===== src/rtl/ddr_pkg.sv =====
// Shared definitions for the DDR burst controller: command encodings, FSM
// state types and the mode-register code helper.
package ddr_pkg;

  localparam logic [2:0] CMD_NOP = 3'b111;
  localparam logic [2:0] CMD_MRS = 3'b000;
  localparam logic [2:0] CMD_REF = 3'b001;
  localparam logic [2:0] CMD_PRE = 3'b010;
  localparam logic [2:0] CMD_ACT = 3'b011;
  localparam logic [2:0] CMD_WR  = 3'b100;
  localparam logic [2:0] CMD_RD  = 3'b101;

  localparam int A10 = 10;

  typedef enum logic [3:0] {
    I_WAIT, I_CKE, I_PRE1, I_EMRS, I_MRS1, I_PRE2, I_REF1, I_REF2, I_MRS2, I_DONE
  } init_state_e;

  typedef enum logic [2:0] {
    M_IDLE, M_ACT, M_WRITE, M_READ, M_RECOVER, M_PRE, M_REFRESH
  } main_state_e;

  // A[6:0] of the final mode register write: {CAS code, sequential, BL code}
  function automatic logic [6:0] mode_code(input int burst_len, input int cas_lat);
    logic [2:0] bl;
    case (burst_len)
      2:       bl = 3'b001;
      8:       bl = 3'b011;
      default: bl = 3'b010;
    endcase
    return {3'(cas_lat), 1'b0, bl};
  endfunction

endpackage


===== src/rtl/ddr_refresh_timer.sv =====
// Free-running refresh interval timer; raises a sticky pending flag at each
// terminal count and clears it when the controller reports the refresh done.
module ddr_refresh_timer
  import ddr_pkg::*;
#(
  parameter int REFI = 1040
) (
  input  logic clk133,
  input  logic rstN,
  input  logic i_en,
  input  logic i_done,
  output logic o_pending
);

  localparam int CNT_W = $clog2(REFI + 1);

  logic [CNT_W-1:0] r_cnt;
  logic             r_pending;
  logic             w_tc;

  assign w_tc      = i_en && (r_cnt == '0);
  assign o_pending = r_pending;

  // Reload on terminal count so the period is independent of bus activity
  always_ff @(posedge clk133 or negedge rstN) begin
    if (!rstN) begin
      r_cnt     <= '0;
      r_pending <= 1'b0;
    end else begin
      if (!i_en || w_tc) r_cnt <= CNT_W'(REFI - 1);
      else               r_cnt <= r_cnt - CNT_W'(1);

      if (!i_en)       r_pending <= 1'b0;
      else if (w_tc)   r_pending <= 1'b1;
      else if (i_done) r_pending <= 1'b0;
    end
  end

endmodule


===== src/rtl/ddr_burst_controller.sv =====
// DDR SDRAM command sequencer: power-up init, closed-page burst reads/writes,
// periodic auto-refresh. Define AUTO_PRECHARGE_EN to use WR/RD with auto-precharge.
//
// state     | meaning
// I_WAIT    | power-up wait, CKE low
// I_CKE     | CKE high, NOPs before first PRE
// I_PRE1/2  | precharge all
// I_EMRS    | extended mode register (DLL enable)
// I_MRS1/2  | mode register (DLL reset / final burst+CAS setup)
// I_REF1/2  | init auto-refreshes
// I_DONE    | init complete, main FSM runs
// M_IDLE    | wait for request or refresh
// M_ACT     | row activate, wait T_RCD
// M_WRITE   | WR issued, write words handed over
// M_READ    | RD issued, burst on bus
// M_RECOVER | write recovery (or full auto-precharge recovery)
// M_PRE     | precharge bank, wait T_RP
// M_REFRESH | auto-refresh, wait T_RFC
module ddr_burst_controller
  import ddr_pkg::*;
#(
  parameter int ROW_W     = 13,
  parameter int COL_W     = 10,
  parameter int BANK_W    = 2,
  parameter int DATA_W    = 32,
  parameter int BURST_LEN = 4,
  parameter int CAS_LAT   = 2,
  parameter int T_RP      = 3,
  parameter int T_MRD     = 2,
  parameter int T_RFC     = 11,
  parameter int T_RCD     = 3,
  parameter int T_WR      = 3,
  parameter int REFI      = 1040,
  parameter int INIT_WAIT = 26600
) (
  input  logic                          clk133,
  input  logic                          rstN,
  input  logic                          reqValid,
  output logic                          reqReady,
  input  logic                          reqWrite,
  input  logic [BANK_W+ROW_W+COL_W-1:0] reqAddr,
  input  logic [DATA_W-1:0]             wrData,
  output logic                          wrReady,
  output logic [DATA_W-1:0]             rdData,
  output logic                          rdValid,
  output logic                          initDone,
  output logic [2:0]                    sdCmd,
  output logic [ROW_W-1:0]              sdA,
  output logic [BANK_W-1:0]             sdBA,
  output logic                          sdCKE,
  output logic                          sdCS,
  output logic                          phyWrEn,
  output logic [DATA_W-1:0]             phyWrData,
  output logic                          phyRdEn,
  input  logic [DATA_W-1:0]             phyRdData
);

  localparam int HALF_BL = BURST_LEN / 2;
  localparam int PWR_W   = $clog2(INIT_WAIT + 1);
  localparam int TMR_W   = 8;
`ifdef AUTO_PRECHARGE_EN
  localparam logic AP = 1'b1;
`else
  localparam logic AP = 1'b0;
`endif

  init_state_e       r_init_st, w_init_nx;
  main_state_e       r_main_st, w_main_nx;
  logic [TMR_W-1:0]  r_tmr, w_dwell;
  logic [PWR_W-1:0]  r_pwr_cnt;
  logic              r_first;
  logic              r_write;
  logic [BANK_W-1:0] r_bank;
  logic [ROW_W-1:0]  r_row;
  logic [COL_W-1:0]  r_col;
  logic              r_phy_wr_en;
  logic [DATA_W-1:0] r_phy_wr_data;
  logic [CAS_LAT-1:0] r_rd_dl;
  logic              r_rd_valid;
  logic [DATA_W-1:0] r_rd_data;
  logic              w_done, w_tc, w_change, w_accept, w_wr_ready, w_rd_burst;
  logic              w_ref_pending, w_ref_done;

  assign w_done     = (r_init_st == I_DONE);
  assign w_tc       = (r_tmr == '0);
  assign w_accept   = reqValid && reqReady;
  assign w_wr_ready = w_done && (r_main_st == M_WRITE);
  assign w_rd_burst = w_done && (r_main_st == M_READ);
  assign w_ref_done = w_done && (r_main_st == M_REFRESH) && w_tc;
  assign w_change   = (w_init_nx != r_init_st) || (w_main_nx != r_main_st);

  ddr_refresh_timer #(.REFI(REFI)) u_ref (
    .clk133    (clk133),
    .rstN      (rstN),
    .i_en      (w_done),
    .i_done    (w_ref_done),
    .o_pending (w_ref_pending)
  );

  always_ff @(posedge clk133 or negedge rstN) begin
    if (!rstN) begin
      r_init_st <= I_WAIT;
      r_main_st <= M_IDLE;
      r_tmr     <= '0;
      r_pwr_cnt <= '0;
      r_first   <= 1'b0;
      r_write   <= 1'b0;
      r_bank    <= '0;
      r_row     <= '0;
      r_col     <= '0;
    end else begin
      r_init_st <= w_init_nx;
      r_main_st <= w_main_nx;
      r_first   <= w_change;
      if (w_change)   r_tmr <= w_dwell - TMR_W'(1);
      else if (!w_tc) r_tmr <= r_tmr - TMR_W'(1);
      if (r_init_st == I_WAIT) r_pwr_cnt <= r_pwr_cnt + PWR_W'(1);
      if (w_accept) begin
        r_write <= reqWrite;
        r_col   <= reqAddr[COL_W-1:0];
        r_row   <= reqAddr[COL_W +: ROW_W];
        r_bank  <= reqAddr[COL_W+ROW_W +: BANK_W];
      end
    end
  end

  always_comb begin
    w_init_nx = r_init_st;
    w_main_nx = r_main_st;
    case (r_init_st)
      I_WAIT:  if (r_pwr_cnt == PWR_W'(INIT_WAIT - 1)) w_init_nx = I_CKE;
      I_CKE:   if (w_tc) w_init_nx = I_PRE1;
      I_PRE1:  if (w_tc) w_init_nx = I_EMRS;
      I_EMRS:  if (w_tc) w_init_nx = I_MRS1;
      I_MRS1:  if (w_tc) w_init_nx = I_PRE2;
      I_PRE2:  if (w_tc) w_init_nx = I_REF1;
      I_REF1:  if (w_tc) w_init_nx = I_REF2;
      I_REF2:  if (w_tc) w_init_nx = I_MRS2;
      I_MRS2:  if (w_tc) w_init_nx = I_DONE;
      default: ;
    endcase
    if (w_done) begin
      case (r_main_st)
        M_IDLE:    if (w_ref_pending) w_main_nx = M_REFRESH;
                   else if (reqValid) w_main_nx = M_ACT;
        M_ACT:     if (w_tc) w_main_nx = r_write ? M_WRITE : M_READ;
        M_WRITE:   if (w_tc) w_main_nx = M_RECOVER;
`ifdef AUTO_PRECHARGE_EN
        M_READ:    if (w_tc) w_main_nx = M_RECOVER;
        M_RECOVER: if (w_tc) w_main_nx = M_IDLE;
`else
        M_READ:    if (w_tc) w_main_nx = M_PRE;
        M_RECOVER: if (w_tc) w_main_nx = M_PRE;
`endif
        M_PRE:     if (w_tc) w_main_nx = M_IDLE;
        M_REFRESH: if (w_tc) w_main_nx = M_IDLE;
        default:   w_main_nx = M_IDLE;
      endcase
    end

    // Dwell of the state being entered: its command cycle plus trailing NOPs
    w_dwell = TMR_W'(1);
    if (w_init_nx != r_init_st) begin
      case (w_init_nx)
        I_CKE:                  w_dwell = TMR_W'(2);
        I_PRE1, I_PRE2:         w_dwell = TMR_W'(T_RP);
        I_EMRS, I_MRS1, I_MRS2: w_dwell = TMR_W'(T_MRD);
        I_REF1, I_REF2:         w_dwell = TMR_W'(T_RFC);
        default:                w_dwell = TMR_W'(1);
      endcase
    end else begin
      case (w_main_nx)
        M_ACT:           w_dwell = TMR_W'(T_RCD);
        M_WRITE, M_READ: w_dwell = TMR_W'(HALF_BL);
`ifdef AUTO_PRECHARGE_EN
        M_RECOVER:       w_dwell = r_write ? TMR_W'(T_WR + T_RP) : TMR_W'(T_RP);
`else
        M_RECOVER:       w_dwell = TMR_W'(T_WR);
`endif
        M_PRE:           w_dwell = TMR_W'(T_RP);
        M_REFRESH:       w_dwell = TMR_W'(T_RFC);
        default:         w_dwell = TMR_W'(1);
      endcase
    end
  end

  always_comb begin
    sdCKE    = (r_init_st != I_WAIT);
    sdCS     = (r_init_st == I_WAIT);
    sdCmd    = CMD_NOP;
    sdA      = '0;
    sdBA     = '0;
    reqReady = w_done && (r_main_st == M_IDLE) && !w_ref_pending;
    wrReady  = w_wr_ready;
    initDone = w_done;
    if (r_first) begin
      case (r_init_st)
        I_PRE1, I_PRE2: begin sdCmd = CMD_PRE; sdA[A10] = 1'b1; end
        I_EMRS:         begin sdCmd = CMD_MRS; sdBA = BANK_W'(1); end
        I_MRS1:         begin sdCmd = CMD_MRS; sdA[8] = 1'b1; end
        I_REF1, I_REF2: sdCmd = CMD_REF;
        I_MRS2:         begin sdCmd = CMD_MRS; sdA[6:0] = mode_code(BURST_LEN, CAS_LAT); end
        default: ;
      endcase
      if (w_done) begin
        case (r_main_st)
          M_ACT:     begin sdCmd = CMD_ACT; sdA = r_row; sdBA = r_bank; end
          M_WRITE:   begin sdCmd = CMD_WR; sdA = ROW_W'(r_col); sdA[A10] = AP; sdBA = r_bank; end
          M_READ:    begin sdCmd = CMD_RD; sdA = ROW_W'(r_col); sdA[A10] = AP; sdBA = r_bank; end
          M_PRE:     begin sdCmd = CMD_PRE; sdBA = r_bank; end
          M_REFRESH: sdCmd = CMD_REF;
          default: ;
        endcase
      end
    end
  end

  // Read capture window is the RD burst window shifted by CAS latency
  always_ff @(posedge clk133 or negedge rstN) begin
    if (!rstN) begin
      r_phy_wr_en   <= 1'b0;
      r_phy_wr_data <= '0;
      r_rd_dl       <= '0;
      r_rd_valid    <= 1'b0;
      r_rd_data     <= '0;
    end else begin
      r_phy_wr_en <= w_wr_ready;
      if (w_wr_ready) r_phy_wr_data <= wrData;
      r_rd_dl    <= {r_rd_dl[CAS_LAT-2:0], w_rd_burst};
      r_rd_valid <= phyRdEn;
      if (phyRdEn) r_rd_data <= phyRdData;
    end
  end

  assign phyWrEn   = r_phy_wr_en;
  assign phyWrData = r_phy_wr_data;
  assign phyRdEn   = r_rd_dl[CAS_LAT-1];
  assign rdValid   = r_rd_valid;
  assign rdData    = r_rd_data;

endmodule


===== config.mk =====
export PLATFORM = sky130hd
export DESIGN_NAME = ddr_burst_controller
export DESIGN_NICKNAME = d
export VERILOG_FILES = /design/src/rtl/ddr_pkg.sv /design/src/rtl/ddr_refresh_timer.sv /design/src/rtl/ddr_burst_controller.sv
export SDC_FILE = /design/constraint.sdc
export NUM_CORES = 1
export LEC_CHECK = 0
export BUFFER_PORTS_ARGS = -buffer_cell sky130_fd_sc_hd__buf_2
export CORE_ASPECT_RATIO = 0.75
export CORE_MARGIN = 8
export CORE_UTILIZATION = 50
export CTS_CLUSTER_DIAMETER = 60
export DETAILED_ROUTE_END_ITERATION = 8
export PLACE_DENSITY_LB_ADDON = 0.3
export SYNTH_ARGS = -nofsm -noshare
export SYNTH_HDL_FRONTEND = slang
export SYNTH_HIERARCHICAL = 1
export SYNTH_SLANG_ARGS = --single-unit

===== constraint.sdc =====
create_clock -name clk133 -period 6.8 [get_ports clk133]
set_clock_uncertainty 0.05 [all_clocks]
set_input_delay 2.04 -clock clk133 [delete_from_list [all_inputs] [get_ports clk133]]
set_output_delay 2.04 -clock clk133 [all_outputs]
set_load 0.005 [all_outputs]

==> results by stage <==
Global route:
- After global routing the overflow that remains totals 0.
- The wire length of the first global-routing pass is 26100 µm.
- The via count of the first global-routing pass is 4732.
- The initial antenna violation count came to 0.
- The global-route usage over all layers is 0.194.
- The largest net degree at the start of global routing is 87.

Power:
- For this design the ratio of total power to cell area is 225 nW/µm².
- The leakage dissipation is 4.07 nW.
- The maximum resistive drop on vdd is 0.162 mV.

Clock network:
- The count of H-tree levels built during CTS is 4.
- In this run the post-CTS setup repair buffer count came out at 0.
- The hold buffer count at CTS is 0.
- The CTS sink count is 137.
- The tree is rooted in a clkbuf_16.
- The post-CTS clock slew at the launch and capture registers of the worst setup and hold paths is 60 ps.
- The number of buffers inserted during clock tree synthesis is 17.
- The clock reaches the later pin of the worst-skew pair after 410 ps.
- The number of resized instances in the post-cts repair step is 0.
- The maximum root-to-sink buffer count is 2.
- The TritonCTS clock tree is done.

Timing:
- The number of max-slew violations in the final report came to 0.
- Of the available clock period, the critical path in the final layout requires 0.730.
- Setup violations remaining at the end of the flow were counted as 0.
- For the pin with the worst max-slew slack, the measured transition is 1160 ps.
- The total count of hold-check failures in the final report came to 0.
- Setup total negative slack on the finished layout was measured at 0 ps.
- The worst-case setup margin in the final layout is 1840 ps.
- Setup repair after global routing left no endpoint under its margin.
- The timing-limited maximum frequency is 201 MHz.
- The max-slew headroom at the worst pin is 0.227.
- The clock period minus worst slack is 4960 ps.

Floorplan:
- The initial cell density of the core is 0.513.
- The area inside the core boundary is 12300 µm².
- The floorplan has 35 rows.
- The vertical die dimension is 113 µm.
- The count of pins on the block boundary is 183.
- The die covers 16500 µm².
- The die is 145 µm wide.

Worst setup path:
- The worst-path maximum fanout is 34.
- The category of the worst setup path launch point is a flop.
- The endpoint class of the critical path is an output port.
- The minimum setup slack among reg-to-reg paths is 3120 ps.
- The path type of the worst setup path is reg2out.
- At the worst endpoint, the arrival time is 2870 ps.
- The depth of the worst register-to-register path is 11.
- The worst register-to-register path begins at r_tmr[4]$_DFFE_PN0P_.
- At the worst endpoint, the required time is 4710 ps.
- The destination of the worst register-to-register timing path is r_tmr[6]$_DFFE_PN0P_.

Yosys:
- The post-synthesis area per instance is 12.0 µm².
- Yosys attributes the largest share of cell area to dfrtp_1 (55%), mux2_2 (16%), nand2_1 (2.0%).
- The area share of the leading cell type in the synthesized netlist is 0.545.
- The fraction of the yosys area taken by sequential cells is 0.545.
- The dominant register cell in the synthesized netlist is dfrtp_1.
- The most common cell in the synthesized netlist is dfrtp_1.
- Ranked by instance count, the synthesized netlist is headed by dfrtp_1 (137), mux2_2 (89), nand2_1 (34), nor2_1 (34), o21ai_0 (22).
- The gate count after technology mapping is 522.
- The synthesized netlist net count is 618.
- The synthesized netlist occupies a cell area of 6290 µm².
- The largest total area in the synthesized netlist belongs to dfrtp_1.
- In this run, synthesis produced a sequential element count of 137.
- For this run, the number of Yosys warnings is 6.
- The share of flip-flops with an asynchronous set or reset is 1.00.
- In this run, synthesis inferred 0 flip-flops with an integrated enable.
- The number of different library cells used by synthesis comes to 72.

Placed design:
- Prior to clock tree synthesis, the placed netlist has a worst setup slack of 2280 ps.
- The final weighted congestion in routability-driven placement is 0.893.
- The total cell area at the placement stage is 7290 µm².
- Detailed placement ended at an HPWL of 11800 µm.
- Input and output buffers added on the ports amount to 182.

Min path:
- The min-delay analysis places its worst path in the category reg2reg.
- The path with the worst hold slack has its endpoint at r_rd_dl[1]$_DFF_PN0_.
- In this run the most critical hold path is launched from r_rd_dl[0]$_DFF_PN0_.
- Along the worst hold path, the cell count comes to 0.

Routing:
- The first detailed-routing pass ran for 5 iterations.
- The iteration-0 DRC count of the detailed router is 410.
- The total via count in the routed design is 4736.
- Detailed routing placed a total of 1210 µm of wire on met3.
- After detailed routing, the total wire length is 15800 µm.
- The top routing layer in use is met4.
- In the detailed route, the total length drawn on met2 is 7180 µm.
- The number of vias per cell is 5.41.
- After detailed routing, the average wire length per cell comes to 18.0 µm.
- Once detail routing completed, the nets flagged for antenna violations numbered 0.
- In the routed design, unresolved DRC markers number 0.
- The routed metal-1 wire length is 7300 µm.

Cells and area:
- The final design instance area without fill is 7870 µm².
- The end-of-flow core utilization is 0.641.
- The footprint of the flip-flops and latches is 3430 µm².
- The antenna diode count is 0.
- The layout has 950 filler cells.
- The multi-input combinational cells in the finished layout cover a total of 2670 µm².
- The final layout net count is 794.
- From synthesis to final layout, the design area changed by 25.1%.
- The fraction of layout instances using a drive strength above 1 is 0.466.

Run:
- The number of max-cap violations is 0.

Run status:
- The run finished with clean final reports.
[critical path, cell delays in order (launching register included)]
cell	delay, ps
dfrtp_1	690
nand4bb_1	450
inv_2	290
nand2_1	270
nor2_4	170
buf_4	380
buf_2	200
[layout by cell type, fill, tap and decap left out, types with 4 or more instances in the layout]
| master | Yosys | final |
|---|---|---|
| nand2_1 | 34 | 34 |
| o31ai_1 | 8 | 8 |
| nand3_1 | 9 | 9 |
| o21ai_0 | 22 | 22 |
| buf_2 | 9 | 181 |
| a22oi_1 | 10 | 10 |
| a21oi_1 | 19 | 19 |
| xnor2_1 | 10 | 10 |
| clkbuf_16 | 0 | 17 |
| nor2b_1 | 4 | 4 |
| nor3_1 | 13 | 13 |
| or4_1 | 4 | 4 |
| dfrtp_1 | 137 | 137 |
| xor2_1 | 7 | 7 |
| nor2_1 | 34 | 34 |
| inv_1 | 9 | 9 |
| nand2b_1 | 6 | 6 |
| mux2_2 | 89 | 89 |
[through the flow]
| stage | power [mW] | cells | hold WS, ps |
|---|---|---|---|
| final | 1.77 | 876 | 308 |
| after global routing | 1.84 | 876 | 314 |
| after CTS | 1.79 | 876 | 305 |
| after detailed placement | 0.896 | 845 | 290 |
| after global placement | 0.894 | 845 | 288 |
| after floorplan | 0.851 | 522 | 281 |
[report_power, final]
part           leakage (nW)  total [mW]  switching (mW)  internal (mW)
combinational          1.96      0.0520          0.0260         0.0260
clock                 0.274       0.887           0.361          0.526
sequential             1.84       0.828         0.00423          0.823
[logic make-up (layout without fill, tap and decap cells)]
| kind of cell | Yosys count | in the layout | synth area share |
|---|---|---|---|
| AO/OA/AOI/OAI | 96 | 96 | 0.109 |
| XOR/XNOR | 17 | 17 | 0.0237 |
| adder cells (fa/ha/maj) | 3 | 3 | 0.00597 |
| buffers and inverters | 40 | 228 | 0.0312 |
| flip-flops | 137 | 137 | 0.545 |
| multiplexers | 90 | 90 | 0.161 |
| AND/OR/NAND/NOR | 139 | 139 | 0.124 |
[cell type report]
class	count	area share
inverters	12	0.00636
well taps	166	0.0264
multi-input cells	345	0.339
clock inverters	12	0.0150
clock buffers	19	0.0576
flip-flops and latches	137	0.436
repair buffers	185	0.119
[sequential cells by signal, summed over array words and instances (netlist names)]
signal           count
u_ref/o_pending      1
r_rd_dl              2
u_ref/r_cnt         11
r_bank               2
r_main_st            3
r_init_st            4
r_first              1
rdData              32
r_col               10
r_write              1
r_tmr                8
r_pwr_cnt           15
rdValid              1
phyWrEn              1
phyWrData           32
r_row               13
[layer usage]
metal	vias to the layer above	track usage
met5	-	0
met4	0	0.0463
met3	8	0.0602
met2	194	0.290
met1	2280	0.269
li1	2254	-
[worst max-delay path by stage]
| stage | startpoint | endpoint | slack (ps) |
|---|---|---|---|
| floorplan | reqValid | r_tmr[6]$_DFFE_PN0P_ | 2780 |
| global placement | r_init_st[3]$_DFF_PN0_ | wrReady | 2350 |
| detailed placement | r_init_st[3]$_DFF_PN0_ | wrReady | 2280 |
| CTS | r_init_st[3]$_DFF_PN0_ | wrReady | 1850 |
| global route | r_init_st[3]$_DFF_PN0_ | wrReady | 1630 |
| finish | r_init_st[3]$_DFF_PN0_ | wrReady | 1840 |
Note: power is estimated with default switching activity, not from simulation.
